==> src/rtl/adc_capture_pkg.sv <==
// rtl/adc_capture_pkg.sv - shared types and constants for the ADC capture sequencer
package adc_capture_pkg;

  // Sample width produced by the AD9228 deserializer cores
  localparam int ADC_DATA_WIDTH = 12;

  typedef enum logic [1:0] {
    ST_IDLE    = 2'd0,
    ST_ALIGN   = 2'd1,
    ST_CAPTURE = 2'd2,
    ST_DRAIN   = 2'd3
  } capture_state_t;

  // Width of a channel index; never narrower than one bit
  function automatic int ch_idx_w(input int n);
    return (n > 1) ? $clog2(n) : 1;
  endfunction

endpackage

==> src/rtl/adc_capture_sequencer_rr_arbiter.sv <==
// rtl/adc_capture_sequencer_rr_arbiter.sv - round-robin arbiter over per-channel pending bits
module rr_arbiter
  import adc_capture_pkg::*;
#(
  parameter int N  = 4,
  parameter int IW = ch_idx_w(N)
) (
  input  logic          clk,
  input  logic          rstn,
  input  logic          clr_i,
  input  logic          advance_i,
  input  logic [N-1:0]  req_i,
  output logic [N-1:0]  grant_o,
  output logic [IW-1:0] grant_idx_o,
  output logic          grant_valid_o
);

  logic [IW-1:0] ptr_q;
  logic [IW-1:0] idx;

  // Pick the first requester at or after the pointer, wrapping around
  always_comb begin
    grant_o       = '0;
    grant_idx_o   = '0;
    grant_valid_o = 1'b0;
    idx           = '0;
    for (int off = 0; off < N; off++) begin
      idx = IW'((int'(ptr_q) + off) % N);
      if (!grant_valid_o && req_i[idx]) begin
        grant_valid_o = 1'b1;
        grant_o[idx]  = 1'b1;
        grant_idx_o   = idx;
      end
    end
  end

  // Priority restarts at the channel after the last taken grant
  always_ff @(posedge clk or negedge rstn) begin
    if (!rstn) begin
      ptr_q <= '0;
    end else if (clr_i) begin
      ptr_q <= '0;
    end else if (advance_i && grant_valid_o) begin
      ptr_q <= (int'(grant_idx_o) == N - 1) ? '0 : grant_idx_o + IW'(1);
    end
  end

endmodule

==> src/rtl/adc_capture_sequencer.sv <==
// rtl/adc_capture_sequencer.sv - frame-counted capture run merging four ADC channels onto one stream
module adc_capture_sequencer
  import adc_capture_pkg::*;
#(
  parameter int NUM_CH     = 4,
  parameter int DATA_WIDTH = ADC_DATA_WIDTH,
  parameter int CNT_WIDTH  = 16
) (
  input  logic                         clk,
  input  logic                         rstn,
  input  logic                         start,
  input  logic                         abort,
  input  logic [CNT_WIDTH-1:0]         num_frames,
  input  logic [NUM_CH-1:0]            ch_enable,
  input  logic [NUM_CH-1:0]            ch_strobe,
  input  logic [NUM_CH*DATA_WIDTH-1:0] ch_data,
  output logic                         m_valid,
  input  logic                         m_ready,
  output logic [DATA_WIDTH-1:0]        m_data,
  output logic [ch_idx_w(NUM_CH)-1:0]  m_chan,
  output logic                         m_last,
  output logic                         busy,
  output logic                         done,
  output logic [NUM_CH-1:0]            overflow,
  output logic [CNT_WIDTH-1:0]         frame_count
);

  localparam int CW = ch_idx_w(NUM_CH);

  capture_state_t        state_q, state_d;
  logic [NUM_CH-1:0]     en_q, ref_oh;
  logic [CNT_WIDTH-1:0]  nfr_q, fcnt_q, fcnt_d;
  logic [NUM_CH-1:0]     pend_q, pend_d, ovf_q, ovf_d;
  logic [NUM_CH-1:0]     acc, drop, load, grant, grant_eff, pend_rest;
  logic [DATA_WIDTH-1:0] hold_q [NUM_CH];
  logic [CW-1:0]         grant_idx;
  logic                  grant_valid, grant_go, hold_last, last_d;
  logic                  start_acc, abort_now, ref_strb, final_frame, out_free;
  logic                  mval_q, mlast_q, busy_q, done_q, done_d;
  logic [DATA_WIDTH-1:0] mdata_q;
  logic [CW-1:0]         mchan_q;

  assign start_acc   = start && (state_q == ST_IDLE);
  assign abort_now   = abort && (state_q != ST_IDLE);
  assign ref_oh      = en_q & (~en_q + NUM_CH'(1));
  assign ref_strb    = |(ch_strobe & ref_oh);
  assign final_frame = (fcnt_q == nfr_q);
  assign out_free    = !mval_q || m_ready;

  // In the final frame more non-reference samples may still arrive, so the
  // last pending sample is held back until the closing reference strobe
  // moves us to DRAIN; only then can it be tagged as the final beat.
  assign hold_last = (state_q == ST_CAPTURE) && final_frame &&
                     (pend_q != '0) && ((pend_q & (pend_q - NUM_CH'(1))) == '0);
  assign grant_go  = out_free && grant_valid && !hold_last && !abort_now;
  assign grant_eff = grant_go ? grant : '0;
  assign pend_rest = pend_q & ~grant_eff;
  assign last_d    = (state_q == ST_DRAIN) && (pend_rest == '0);

  rr_arbiter #(.N(NUM_CH), .IW(CW)) u_arb (
    .clk          (clk),
    .rstn         (rstn),
    .clr_i        (start_acc),
    .advance_i    (grant_go),
    .req_i        (pend_q),
    .grant_o      (grant),
    .grant_idx_o  (grant_idx),
    .grant_valid_o(grant_valid)
  );

  // Run FSM: alignment on the reference channel, frame counting, drain and abort
  always_comb begin
    state_d = state_q;
    fcnt_d  = fcnt_q;
    acc     = '0;
    done_d  = 1'b0;
    case (state_q)
      ST_IDLE: begin
        if (start) begin
          fcnt_d = '0;
          if ((ch_enable == '0) || (num_frames == '0)) done_d = 1'b1;
          else state_d = ST_ALIGN;
        end
      end
      ST_ALIGN: begin
        if (ref_strb) begin
          acc     = ch_strobe & en_q;
          fcnt_d  = CNT_WIDTH'(1);
          state_d = ST_CAPTURE;
        end
      end
      ST_CAPTURE: begin
        if (ref_strb && final_frame) begin
          state_d = ST_DRAIN;
        end else begin
          acc = ch_strobe & en_q;
          if (ref_strb) fcnt_d = fcnt_q + CNT_WIDTH'(1);
        end
      end
      ST_DRAIN: begin
        if (mval_q && m_ready && mlast_q) begin
          state_d = ST_IDLE;
          done_d  = 1'b1;
        end
      end
      default: state_d = ST_IDLE;
    endcase
    if (abort_now) begin
      state_d = ST_IDLE;
      acc     = '0;
      done_d  = 1'b0;
    end
  end

  // A strobe onto a still-pending channel that is not being granted is lost
  assign drop   = acc & pend_q & ~grant_eff;
  assign load   = acc & ~drop;
  assign pend_d = abort_now ? '0 : (pend_rest | load);
  assign ovf_d  = start_acc ? '0 : (ovf_q | drop);

  // Control registers, configuration latched on an accepted start
  always_ff @(posedge clk or negedge rstn) begin
    if (!rstn) begin
      state_q <= ST_IDLE;
      en_q    <= '0;
      nfr_q   <= '0;
      fcnt_q  <= '0;
      pend_q  <= '0;
      ovf_q   <= '0;
      busy_q  <= 1'b0;
      done_q  <= 1'b0;
    end else begin
      state_q <= state_d;
      fcnt_q  <= fcnt_d;
      pend_q  <= pend_d;
      ovf_q   <= ovf_d;
      busy_q  <= (state_d != ST_IDLE);
      done_q  <= done_d;
      if (start_acc) begin
        en_q  <= ch_enable;
        nfr_q <= num_frames;
      end
    end
  end

  // Per-channel holding registers, one sample deep
  always_ff @(posedge clk or negedge rstn) begin
    if (!rstn) begin
      for (int i = 0; i < NUM_CH; i++) hold_q[i] <= '0;
    end else begin
      for (int i = 0; i < NUM_CH; i++) begin
        if (load[i]) hold_q[i] <= ch_data[i*DATA_WIDTH +: DATA_WIDTH];
      end
    end
  end

  // Output beat register; payload only changes when a new grant is loaded
  always_ff @(posedge clk or negedge rstn) begin
    if (!rstn) begin
      mval_q  <= 1'b0;
      mlast_q <= 1'b0;
      mdata_q <= '0;
      mchan_q <= '0;
    end else if (abort_now) begin
      mval_q  <= 1'b0;
      mlast_q <= 1'b0;
    end else if (grant_go) begin
      mval_q  <= 1'b1;
      mdata_q <= hold_q[grant_idx];
      mchan_q <= grant_idx;
      mlast_q <= last_d;
    end else if (m_ready) begin
      mval_q  <= 1'b0;
      mlast_q <= 1'b0;
    end
  end

  assign m_valid     = mval_q;
  assign m_data      = mdata_q;
  assign m_chan      = mchan_q;
  assign m_last      = mlast_q;
  assign busy        = busy_q;
  assign done        = done_q;
  assign overflow    = ovf_q;
  assign frame_count = fcnt_q;

endmodule

==> config.mk <==
export PLATFORM = sky130hd
export DESIGN_NAME = adc_capture_sequencer
export DESIGN_NICKNAME = d
export VERILOG_FILES = /design/src/rtl/adc_capture_pkg.sv /design/src/rtl/adc_capture_sequencer_rr_arbiter.sv /design/src/rtl/adc_capture_sequencer.sv
export SDC_FILE = /design/constraint.sdc
export NUM_CORES = 1
export LEC_CHECK = 0
export CELL_PAD_IN_SITES_DETAIL_PLACEMENT = 1
export CELL_PAD_IN_SITES_GLOBAL_PLACEMENT = 1
export CORE_AREA = 5 5 124 126
export DETAILED_ROUTE_END_ITERATION = 8
export DIE_AREA = 0 0 129 131
export GPL_TIMING_DRIVEN = 0
export PLACE_DENSITY_LB_ADDON = 0.1
export SLEW_MARGIN = 0
export SYNTH_ARGS = -nofsm -noshare
export SYNTH_HDL_FRONTEND = slang
export SYNTH_HIERARCHICAL = 1
export SYNTH_SLANG_ARGS = --single-unit
==> constraint.sdc <==
create_clock -name clk -period 10 [get_ports clk]
set_input_delay 1.5 -clock clk [delete_from_list [all_inputs] [get_ports clk]]
set_output_delay 1.5 -clock clk [all_outputs]
set_load 0.01 [all_outputs]
# Word-level counts from Yosys, hierarchy flattened

Index checks and enable logic that the tools add are counted.

Flip-flop bits (word level): 114
Input port bits: 77
Output and inout bits: 38
Word-level logic and storage cells: 165

$add $sub $neg: 7
Order comparisons: 9
Equality and inequality tests: 9
Mux-type cells: 63
Bitwise gates (word level): 18
Reductions and logical operators: 42

Operators with widths:

| kind                                                                                 | count |
|---|---|
| 16-bit two-way mux                                                                   | 4 |
| 16-bit case mux with 3 select lines                                                  | 1 |
| 4-bit two-way mux                                                                    | 10 |
| 4-bit AND                                                                            | 8 |
| 2-bit two-way mux                                                                    | 13 |
| 12-bit binary-select mux with 2-bit select                                           | 1 |
| 12-bit two-way mux                                                                   | 2 |
| 1-bit two-way mux                                                                    | 21 |
| 1-bit logical AND                                                                    | 20 |
| 4-bit OR                                                                             | 5 |
| 16-bit by 1-bit adder with 16-bit output (second input constant)                     | 1 |
| 16-bit equality test                                                                 | 1 |
| 16-bit logical NOT                                                                   | 1 |
| 4-bit logical NOT                                                                    | 3 |
| 2-bit by 3-bit less-than comparator with 1-bit output (second input constant)        | 4 |
| 4-bit NOT                                                                            | 3 |
| 1-bit binary-select mux with 2-bit select                                            | 4 |
| 1-bit demux with 2-bit select                                                        | 4 |
| 2-bit by 1-bit greater-or-equal comparator with 1-bit output (second input constant) | 4 |
| 2-bit != test (second input constant)                                                | 4 |
| 2-bit case mux with 4 select lines                                                   | 1 |
| 4-bit case mux with 2 select lines                                                   | 1 |
| 1-bit logical NOT                                                                    | 6 |
| 2-bit nonzero test                                                                   | 3 |
| 17 further kinds                                                                     | 23 |

# Logic depth before layout (Yosys ltp)

Depth after elaboration: 22
Gate-level depth with buffers: 14
Depth with buffers taken out: 12

# Cells and area by module

Netlist, hierarchy kept.

Modules (own cells, without submodules):

| module                | times used | cells an instance | area each (um2) | sequential area each (um2) |
|---|---|---|---|---|
| adc_capture_sequencer | 1          | 477               | 5597.9          | 2802.7 |
| rr_arbiter            | 1          | 62                | 570.5           | 50.0 |

# Worst setup path before layout

Ideal clock, no wire load.

Kind: input port to flip-flop
Start point: input ch_strobe[3]
End point: register hold_q[14] in the netlist's numbering
Setup time: 0.125 ns
Data arrival time: 3.294 ns
Required time: 9.875 ns
Setup slack: 6.580 ns
Stages on the path: 7
Buffers on the path: 1
Cell sequence: nand3b_1 -> a221oi_2 -> mux2_4 -> o22ai_4 -> nor3b_4 -> buf_12 -> mux2_4

Longest elaborated chain between the ends: 10
Elaborated cells on any way between the ends: 11
Those cells by class: mux (4); bitwise (5); reduce/logical (2)

Ends and longest elaborated chain:

| item                                   | RTL line                     | RTL |
|---|---|---|
| start, declared                        | adc_capture_sequencer.sv:15  | `input logic [NUM_CH-1:0] ch_strobe,` |
| 4-bit AND (*)                          | adc_capture_sequencer.sv:46  | `assign ref_strb = \|(ch_strobe & ref_oh);` |
| 4-bit OR reduction (*)                 | adc_capture_sequencer.sv:46  |  |
| 1-bit logical AND                      | adc_capture_sequencer.sv:93  | `if (ref_strb && final_frame) begin` |
| 4-bit two-way mux                      | adc_capture_sequencer.sv:93  |  |
| 4-bit case mux with 2 select lines (*) | adc_capture_sequencer.sv:77  | `case (state_q)` |
| 4-bit two-way mux (*)                  | adc_capture_sequencer.sv:108 | `if (abort_now) begin` |
| 4-bit AND (2 in series)                | adc_capture_sequencer.sv:116 | `assign drop = acc & pend_q & ~grant_eff;` |
| 4-bit NOT                              | adc_capture_sequencer.sv:117 | `assign load = acc & ~drop;` |
| 4-bit AND (*)                          | adc_capture_sequencer.sv:117 |  |
| end signal, assigned by index          | adc_capture_sequencer.sv:152 | `if (load[i]) hold_q[i] <= ch_data[i*DATA_WIDTH +: DATA_WIDTH];` |
| end, declared                          | adc_capture_sequencer.sv:35  | `logic [DATA_WIDTH-1:0] hold_q [NUM_CH];` |

Mark *: on every way between the ends. The rest lies on a longest branch, timed or not.
A chain may end at the register's enable or synchronous reset.

# Worst setup path after layout

Start point: register u_arb.ptr_q[0]
End point: register mdata_q[7] (netlist: m_data[7])

Longest elaborated chain between the ends: 16
Elaborated cells on any way between the ends: 33
Those cells by class: add/sub (3); mux (19); bitwise (1); reduce/logical (10)

Ends and longest elaborated chain:

| item                                                                                            | RTL line                               | RTL |
|---|---|---|
| start, declared                                                                                 | adc_capture_sequencer_rr_arbiter.sv:18 | `logic [IW-1:0] ptr_q;` |
| start signal, assigned                                                                          | adc_capture_sequencer_rr_arbiter.sv:44 | `ptr_q <= (int'(grant_idx_o) == N - 1) ? '0 : grant_idx_o + IW'(1);` |
| parallel branches: the longest is 11 deep, another holds 2-bit by 1-bit adder with 2-bit output | --                                     |  |
| 2-bit two-way mux (*)                                                                           | adc_capture_sequencer_rr_arbiter.sv:29 | `if (!grant_valid_o && req_i[idx]) begin` |
| via grant_idx[0]                                                                                | adc_capture_sequencer.sv:36            | `logic [CW-1:0] grant_idx;` |
| 2-bit NOT with 3-bit output (not written as such) (*)                                           | adc_capture_sequencer.sv:169           | `mdata_q <= hold_q[grant_idx];` |
| 12-bit binary-select mux with 2-bit select (*)                                                  | adc_capture_sequencer.sv:169           |  |
| 12-bit two-way mux (not written as such) (*) (2 in series)                                      | adc_capture_sequencer.sv:169           |  |
| end signal, assigned                                                                            | adc_capture_sequencer.sv:169           |  |
| end, declared                                                                                   | adc_capture_sequencer.sv:40            | `logic [DATA_WIDTH-1:0] mdata_q;` |

Mark *: on every way through the listed nets, which the timed path passes. The select of a mux whose other input is x is not followed.

==> flow_summary.ini <==
[detailed_routing]
ant_nets = 0
detail_route.drc_violations = 0
via_count = 4855
post_drt_via_cell_ratio = 5.58
routed_wire_length_per_instance_um = 21.4
firstDrtPassIters = 5
dr.first_iter.drc_count = 323
wirelength_um = 18600

[setup_path]
path_cells = buf_6 -> inv_1 -> ha_1 -> mux4_2 -> o21bai_1 -> a22o_1 -> clkbuf_1 -> mux4_2 -> mux2_2
critical_path.max_fanout = 10
ff2ff_path_depth = 9
slowest_stage = sky130_fd_sc_hd__clkbuf_1
cp_common_cell = sky130_fd_sc_hd__mux4_2
path_delay_family = multiplexers
worst_reg2reg_path_endpoint = m_data[7]$_DFFE_PN0P_
worst_ep_required_time_ps = 10300
crit_buf_inv = 3
worstReg2RegStart = u_arb/ptr_q[0]$_DFFE_PN0P_
worst_path_largest_cell_delay_ps = 730
setup.worst_path.start_class = flip-flop
endpoint_type_of_the_worst_setup_path = flip-flop
critPathKind = flip-flop to flip-flop
timing.critical_path.arrival_ps = 4300
reg2reg_setup_slack_ps = 5990

[sta]
fin_ws_ps = 5990
worstMarginPinSlew_ps = 909
period_needed_ps = 4010
timing_hold_violations_final = 0
finalSetupTns_ps = 0
timing.max_slew.rel_slack = 0.394
setup-violations-final = 0
fin_crit_sh = 0.401
max_freq_mhz = 250
clock-skew-final_ps = 11.1
rsz0062_at_grt = no
final_slew_violations = 0

[die]
initial_core_util = 0.434
core_region_area_sq_um = 14200
die_area_sq_um = 16900
row_count = 44
dieWidth_um = 129
boundaryPins = 115
fp.dieH_um = 131

[hold_path]
timing.hold.worst_endpoint = overflow[0]$_DFF_PN0_
min_delay_path_depth = 1
timing.hold.worst.class = flip-flop to flip-flop
min-delay-start = overflow[0]$_DFF_PN0_

[power_and_ir_drop]
total_power_w = 0.00253
power.leakage_nw = 3.57
p_per_area_nw_per_um2 = 310
maximum_resistive_drop_on_vdd_v = 0.000133

[layout]
num_antenna_cells = 0
total_number_of_nets_in_the_final_design = 762
num-fill-cells = 1509
finish.cell_count_without_fillers = 870
post-route-cell-area_sq_um = 8170
drive_above_1_share = 0.208
leading_cell_types_in_the_layout_fill_and_taps_excluded = sky130_fd_sc_hd__dfrtp_1 (114), sky130_fd_sc_hd__clkdlybuf4s50_1 (113), sky130_fd_sc_hd__nand2_1 (99)
area.growth.synth_to_final_pct = 32.5
final_common_cell = sky130_fd_sc_hd__dfrtp_1

[clock_tree]
clock-root-buffer = sky130_fd_sc_hd__clkbuf_16
clk_pin_slew_ps = 60
number_of_hold_repair_buffers_added_at_the_cts_stage = 0
clock_path_buffers = 2
tritoncts.num_buffers = 17
htree_num_levels = 4
clock_latency_ps = 420
postCtsSetupBuffers = 0
tritoncts = yes
cts-resized-gates = 0
cts_num_sinks = 114

[grt]
grt.overflow.total = 0
gr-usage-all-layers = 0.231
grt_max_degree = 99
vias_in_the_first_global_route = 5245
grt_pass1_wl_um = 29600
antenna_found_initial = 1

[place]
buffer_ports.inserted = 114
place_inst = 838
dpl-instance-area_sq_um = 7570
gp_routability_congestion = 0.843
dp_slack_ps = 5670
hpwl_um = 13300

[logic_synthesis]
synth-main-ff-cell = sky130_fd_sc_hd__dfrtp_1
synth.ff_latch_count = 114
synth.net_count = 628
mappedNetlistArea_sq_um = 6170
netlist-cell-type-count = 70
synth_enable_flop_cells = 0
yosysSeqAreaShare = 0.462
ys_async_sr_fraction = 1.00
synth.avg_cell_area_sq_um = 11.4
yosys_warnings = 6
post_synth_inst_count = 539

[run_status]
status = finished, final reports clean

[flow_run]
max_cap_violations = 0
## through the flow
stage,utilization,hold WS [ps]
after global routing,0.575,502
after detailed placement,0.533,486
after CTS,0.575,494
after global placement,0.531,476
after floorplan,-,465
final,0.575,492
## synthesized netlist by cell type (all sizes together) (3+ instances only)
| library cell | count | share of area |
|---|---|---|
| nand3 | 14 | 0.011 |
| mux2 | 65 | 0.14 |
| nor3b | 3 | 0.0055 |
| a21oi | 6 | 0.0049 |
| nor2 | 29 | 0.019 |
| nand2 | 99 | 0.060 |
| mux2i | 5 | 0.0081 |
| buf | 11 | 0.017 |
| xor2 | 17 | 0.024 |
| nand2b | 4 | 0.0041 |
| nor4 | 10 | 0.011 |
| and2 | 3 | 0.0034 |
| ha | 12 | 0.024 |
| a221o | 5 | 0.0083 |
| nor2b | 7 | 0.0071 |
| and3 | 4 | 0.0041 |
| nand3b | 4 | 0.0055 |
| a22oi | 5 | 0.0061 |
| o22a | 13 | 0.018 |
| o21ai | 19 | 0.015 |
| nand4 | 6 | 0.0081 |
| dfrtp | 114 | 0.46 |
| mux4 | 15 | 0.055 |
| a211oi | 4 | 0.0049 |
| clkbuf | 9 | 0.0057 |
| o31ai | 4 | 0.0079 |
| nor3 | 6 | 0.0049 |
| inv | 18 | 0.011 |
## power breakdown
part	switching (W)	internal, W
Clock	0.000220	0.000399
Combinational	0.000543	0.000583
Sequential	0.000149	0.000638
Total	0.000911	0.00162
## cell type report
cell class                      count  area (sq um)  area share
Inverter                           18          67.6     0.00827
Sequential cell                   114          2850       0.349
Clock inverter                     12           158      0.0193
Tap cell                          184           230      0.0282
Multi-Input combinational cell    387          3110       0.380
Timing Repair Buffer              115          1170       0.143
Clock buffer                       20           447      0.0547
Buffer                             20           141      0.0173
## worst register-to-register path, delay by kind of cell, from the launching register on
family / cells / cell delay, ps
flip-flops: 1 / 490
AO/OA/AOI/OAI: 2 / 560
buffers and inverters: 3 / 1040
adder cells (fa/ha/maj): 1 / 440
multiplexers: 3 / 1360
## logic make-up (layout without fill, tap and decap cells)
family                     count (synthesis)  after routing  synth area share
muxes                                     85             85             0.201
and+or+nand+nor                          193            193             0.151
DFF                                      114            114             0.462
adders and majority gates                 12             12            0.0243
AOI/OAI and AO/OA                         79             79             0.102
buffers and inverters                     38            185            0.0339
xor gates and xnor gates                  18             18            0.0256
## metal layers
metal | part of all wire | GRT usage | vias to the layer above | wire length, um
li1 | - | - | 2211 | -
met1 | 0.42 | 0.298 | 2501 | 7850
met2 | 0.51 | 0.390 | 121 | 9520
met3 | 0.052 | 0.0553 | 20 | 974
met4 | 0.013 | 0.0649 | 2 | 233
met5 | 0.00059 | 0 | - | 11
## state kept, by name, summed over array words and instances, names as in the netlist
signal,flops
hold_q,48
done,1
busy,1
pend_q,4
overflow,4
en_q,4
nfr_q,16
m_last,1
m_chan,2
m_data,12
m_valid,1
state_q,2
frame_count,16
u_arb/ptr_q,2
## how the worst max path moves through the flow
stage                              to                       start  cells past startpoint
5_1_grt         m_data[8]$_DFFE_PN0P_  u_arb/ptr_q[0]$_DFFE_PN0P_                      9
4_1_cts         m_data[7]$_DFFE_PN0P_  u_arb/ptr_q[0]$_DFFE_PN0P_                      9
6_report        m_data[7]$_DFFE_PN0P_  u_arb/ptr_q[0]$_DFFE_PN0P_                      9
3_3_place_gp    m_data[6]$_DFFE_PN0P_                        rstn                      1
3_5_place_dp   hold_q[16]$_DFFE_PN0P_                ch_strobe[3]                      8
2_1_floorplan  hold_q[14]$_DFFE_PN0P_                ch_strobe[3]                      7
(Power assumes the default switching activity.)
